### src/rtl/attack_event_log.sv
// Attack event logger: captures each monitor-flagged access into a show-ahead
// FIFO, keeps saturating statistics and drives a level interrupt to the CPU.
module attack_event_log #(
    parameter int MAIN_MEM_ADDR = 14,
    parameter int CACHE_ADDR    = 7,
    parameter int DEPTH_LOG2    = 3,
    parameter int TS_W          = 16,
    parameter int CNT_W         = 16,
    parameter int IRQ_THRESH    = 1
) (
    input  logic                                      clock,
    input  logic                                      reset,
    input  logic [MAIN_MEM_ADDR-1:0]                  mainmem_address,
    input  logic [CACHE_ADDR-1:0]                     cache_address,
    input  logic                                      MemoryAccess,
    input  logic                                      attack_irq,
    output logic                                      evt_valid,
    input  logic                                      evt_ready,
    output logic [CACHE_ADDR+MAIN_MEM_ADDR+TS_W-1:0]  evt_data,
    output logic [DEPTH_LOG2:0]                       fill_level,
    output logic [CNT_W-1:0]                          attack_count,
    output logic [CNT_W-1:0]                          drop_count,
    output logic                                      overflow,
    input  logic                                      clear_stats,
    output logic                                      cpu_irq
);

    localparam int DW    = CACHE_ADDR + MAIN_MEM_ADDR + TS_W;
    localparam int DEPTH = 1 << DEPTH_LOG2;
    localparam int PW    = DEPTH_LOG2 + 1;
    localparam logic [PW-1:0] THR = PW'(IRQ_THRESH);

    logic [TS_W-1:0]  ts_q;
    logic             cap_valid_q;
    logic [DW-1:0]    cap_data_q;
    logic [DW-1:0]    mem_q [DEPTH];
    logic [PW-1:0]    wr_q, wr_d, rd_q, rd_d, fill_d;
    logic [CNT_W-1:0] att_q, att_d, drp_q, drp_d;
    logic             ovf_q, ovf_d, irq_q, irq_d;
    logic             empty, full, push_req, push, pop, drop;

    // Free-running timestamp and the capture stage that lines up with the
    // monitor's one-cycle IRQ latency.
    always_ff @(posedge clock or posedge reset) begin
        if (reset) begin
            ts_q        <= '0;
            cap_valid_q <= 1'b0;
            cap_data_q  <= '0;
        end else begin
            ts_q        <= ts_q + 1'b1;
            cap_valid_q <= MemoryAccess;
            if (MemoryAccess)
                cap_data_q <= {cache_address, mainmem_address, ts_q};
        end
    end

    // FIFO control, saturating statistics and next interrupt level.
    always_comb begin
        empty    = (wr_q == rd_q);
        full     = (wr_q[PW-1] != rd_q[PW-1]) && (wr_q[PW-2:0] == rd_q[PW-2:0]);
        push_req = attack_irq & cap_valid_q;
        pop      = ~empty & evt_ready;
        // A full FIFO still accepts a push when the head leaves on the same edge.
        push     = push_req & (~full | pop);
        drop     = push_req & full & ~pop;
        wr_d     = wr_q + PW'(push);
        rd_d     = rd_q + PW'(pop);
        fill_d   = wr_d - rd_d;
        att_d    = att_q;
        drp_d    = drp_q;
        ovf_d    = ovf_q;
        if (clear_stats) begin
            // Clearing wins over any same-cycle increment; a dropped entry stays lost.
            att_d = '0;
            drp_d = '0;
            ovf_d = 1'b0;
        end else begin
            if (push && att_q != {CNT_W{1'b1}}) att_d = att_q + 1'b1;
            if (drop && drp_q != {CNT_W{1'b1}}) drp_d = drp_q + 1'b1;
            if (drop)                           ovf_d = 1'b1;
        end
        irq_d = (fill_d >= THR) | ovf_d;
    end

    // Pointer, statistics and interrupt registers.
    always_ff @(posedge clock or posedge reset) begin
        if (reset) begin
            wr_q  <= '0;
            rd_q  <= '0;
            att_q <= '0;
            drp_q <= '0;
            ovf_q <= 1'b0;
            irq_q <= 1'b0;
        end else begin
            wr_q  <= wr_d;
            rd_q  <= rd_d;
            att_q <= att_d;
            drp_q <= drp_d;
            ovf_q <= ovf_d;
            irq_q <= irq_d;
        end
    end

    // Storage array; contents are discarded logically by the pointer reset.
    always_ff @(posedge clock) begin
        if (push)
            mem_q[wr_q[DEPTH_LOG2-1:0]] <= cap_data_q;
    end

    // Show-ahead head entry; forced to zero while empty.
    always_comb begin
        evt_valid    = ~empty;
        evt_data     = empty ? '0 : mem_q[rd_q[DEPTH_LOG2-1:0]];
        fill_level   = wr_q - rd_q;
        attack_count = att_q;
        drop_count   = drp_q;
        overflow     = ovf_q;
        cpu_irq      = irq_q;
    end

endmodule

### config.mk
export PLATFORM = sky130hd
export DESIGN_NAME = attack_event_log
export DESIGN_NICKNAME = d
export VERILOG_FILES = /design/src/rtl/attack_event_log.sv
export SDC_FILE = /design/constraint.sdc
export NUM_CORES = 1
export LEC_CHECK = 0
export CAP_MARGIN = 20
export CORE_ASPECT_RATIO = 0.8
export CORE_UTILIZATION = 50
export DETAILED_ROUTE_END_ITERATION = 16
export PLACE_DENSITY = 0.8
export SETUP_SLACK_MARGIN = 0.05
export SLEW_MARGIN = 20
export SYNTH_ARGS = -nofsm -noshare
export SYNTH_HDL_FRONTEND = slang
export SYNTH_SLANG_ARGS = --single-unit
### constraint.sdc
create_clock -name clock -period 13.6 [get_ports clock]
set_input_delay 2.72 -clock clock [delete_from_list [all_inputs] [get_ports clock]]
set_output_delay 2.72 -clock clock [all_outputs]
set_load 0.02 [all_outputs]
==> metrics.cfg <==
[detailed_routing]
drt-total-wl_mm=33.0
drt_iter0_drc=756
dr_total_vias=8440
post_drt_wl_per_cell_microns=22.6
final_antenna_net_count=0
vias_per_cell=5.76
drc=0
drt_pass1_iterations=5

[worst_hold_path]
worstHoldPathType=register to register

[yosys]
yosysUniqueCellTypes=45
ys_warn_count=0
ys.flop_type=edfxtp_1
synth_seq_cells=392
syn_area_per_cell_sq_um=17.3
synth-edff-count=296
syn_inst=902
synth_seq_area_share_pct=72.2
async_reset_ff_share_pct=24.5
syn-num-nets=944
synth.cell_area_sq_um=15600

[clocking]
cts.sinks=392
cts_root_buf=clkbuf_16
cts_max_path_buffers=3
ctsResizeCount=0
cts_tree=done
postCtsHoldBufs=0
cts_buffers=39
clk_pin_slew_ps=60
htree_levels=2
worst_skew_pair.late_latency_ps=520
cts_setup_buffers=0

[placed_design]
io_buffer_count=102
place_congestion=0.865
dp_cells=1394
hpwl_mm=17.2

[floorplan]
num_rows=57
dieArea_sq_um=32000
coreArea_sq_um=30600
pin_count=103
die_y_microns=160
die_x_microns=200
start_util_pct=51.1

[timing]
relSlewSlack_pct=27.1
finalCritPeriodShare_pct=46.8
fmaxAchievable_mhz=157
fin_skew_ps=20.0
holdWs_ps=477
final_hold_viol_count=0
setup_viol=0
finalCriticalPeriod_ps=6360
slew_violations=0
tns_ps=0
tightestPinTransition_ps=1090
rsz0062_at_grt=false

[setup_path]
worst_setup_path_start_kind=register
cp.arrival_ps=3640
critPathKind=register to output pin
worstPathRequired_ps=10880
critical_path.max_fanout=43
endpoint_kind=output pin

[layout]
n_fill_cell=2110
area_delta_synth_final_pct=18.0
mostFrequentLayoutCells=edfxtp_1, clkdlybuf4s50_1, nand2_1
drive_gt1_share_pct=19.4
final_common_cell=edfxtp_1
final_cells=1465
multi_input_area_sq_um=4160
regArea_sq_um=11300
nets=1064

[pwr]
peakVddDrop_mv=0.110
p_per_area_nw_per_um2=205
power_leakage_nw=6.48

[global_routing]
first_global_vias=8705
grt_pass1_wl_mm=50.9
grt_util_all_layers_pct=21.5
overflow=0
grt_max_degree=61
antenna_found_initial=1

[status]
status=finished clean

[job]
drv_cap=0

-- through the flow --
step | utilization, % | setup WS, ps | cell area (sq um) | power [mW]
6_report | 60.3 | 7240 | 18500 | 3.79
5_1_grt | 60.3 | 6990 | 18500 | 3.93
4_1_cts | 60.3 | 7100 | 18500 | 3.82
3_5_place_dp | 56.2 | 7190 | 17200 | 2.74
3_3_place_gp | 56.2 | 7290 | 17200 | 2.71
2_1_floorplan | - | 6320 | 15600 | 2.26
-- flip-flops by register name, indices dropped and copies added, names as in the netlist --
name,count
cap_valid_q,1
cpu_irq,1
attack_count,16
ts_q,16
cap_data_q,37
drop_count,16
rd_q,4
overflow,1
wr_q,4
mem_q,296
-- synthesized netlist by cell type, types with 2 or more instances --
cell type,count,area (sq um)
clkbuf_1,22,82.6
and3_1,3,18.8
xor2_1,14,123
o21ai_0,3,15.0
mux4_2,74,1670
buf_2,10,50.1
nand3b_1,2,15.0
and4_1,4,35.0
edfxtp_1,296,8890
inv_1,22,82.6
or4_1,2,15.0
or3_1,3,18.8
mux2_2,40,450
and2_1,3,18.8
dfrtp_1,96,2400
nand4_1,12,75.1
nand3_1,18,90.1
a211oi_1,3,22.5
nor2_1,39,146
fa_1,2,40.0
nor4_2,2,25.0
nor2b_1,4,25.0
buf_1,7,26.3
ha_1,13,163
nor4_1,12,75.1
xnor2_1,28,245
a21oi_1,43,215
nand2_1,96,360
a21o_1,2,15.0
nor3_1,12,60.1
-- critical path, cell delays in order (launching register included) --
cell             delay, ps
dfrtp_4                850
buf_4                  780
mux4_2                 360
nand2_1                 50
a21oi_1                340
clkdlybuf4s50_1        680
-- metal layers --
metal  part of all wire (%)  track usage (%)
met2                     50             35.2
met1                     41             29.8
met3                    5.9             3.25
met4                    2.2             6.73
met5                      0                0
-- power breakdown --
| group | switching, mW | internal (mW) |
|---|---|---|
| logic | 0.659 | 0.574 |
| registers | 0.0952 | 1.39 |
| clock network | 0.432 | 0.636 |
-- cells by family after synthesis --
family | synth area share [%]
multiplexers | 13.6
AO/OA/AOI/OAI | 1.97
AND/OR/NAND/NOR | 6.81
adder cells (fa/ha/maj) | 1.30
buffers and inverters | 1.54
XOR/XNOR | 2.61
flip-flops | 72.2
-- final timing paths --
kind / slack (ps) / endpoint / depth (start not counted) / start
setup / recovery: 7240 / evt_data[7] / 5 / rd_q[0]
hold reg to reg: 480 / ts_q[15] / 1 / ts_q[15]
setup reg to reg: 9290 / cpu_irq / 13 / rd_q[2]
min in group asynchronous: 2600 / drop_count[6] / 2 / reset
max in group asynchronous: 9600 / rd_q[1] / 3 / reset
hold / removal: 480 / ts_q[15] / 1 / ts_q[15]
-- cell type report --
cell class,instances,area share (%)
Timing Repair Buffer,118,6.15
Tap cell,413,2.80
Clock buffer,52,5.66
Clock inverter,18,1.17
Inverter,22,0.461
Antenna cell,1,0.0136
Multi-Input combinational cell,449,22.5
Sequential cell,392,61.2
Power figures use the tool's default switching activity.
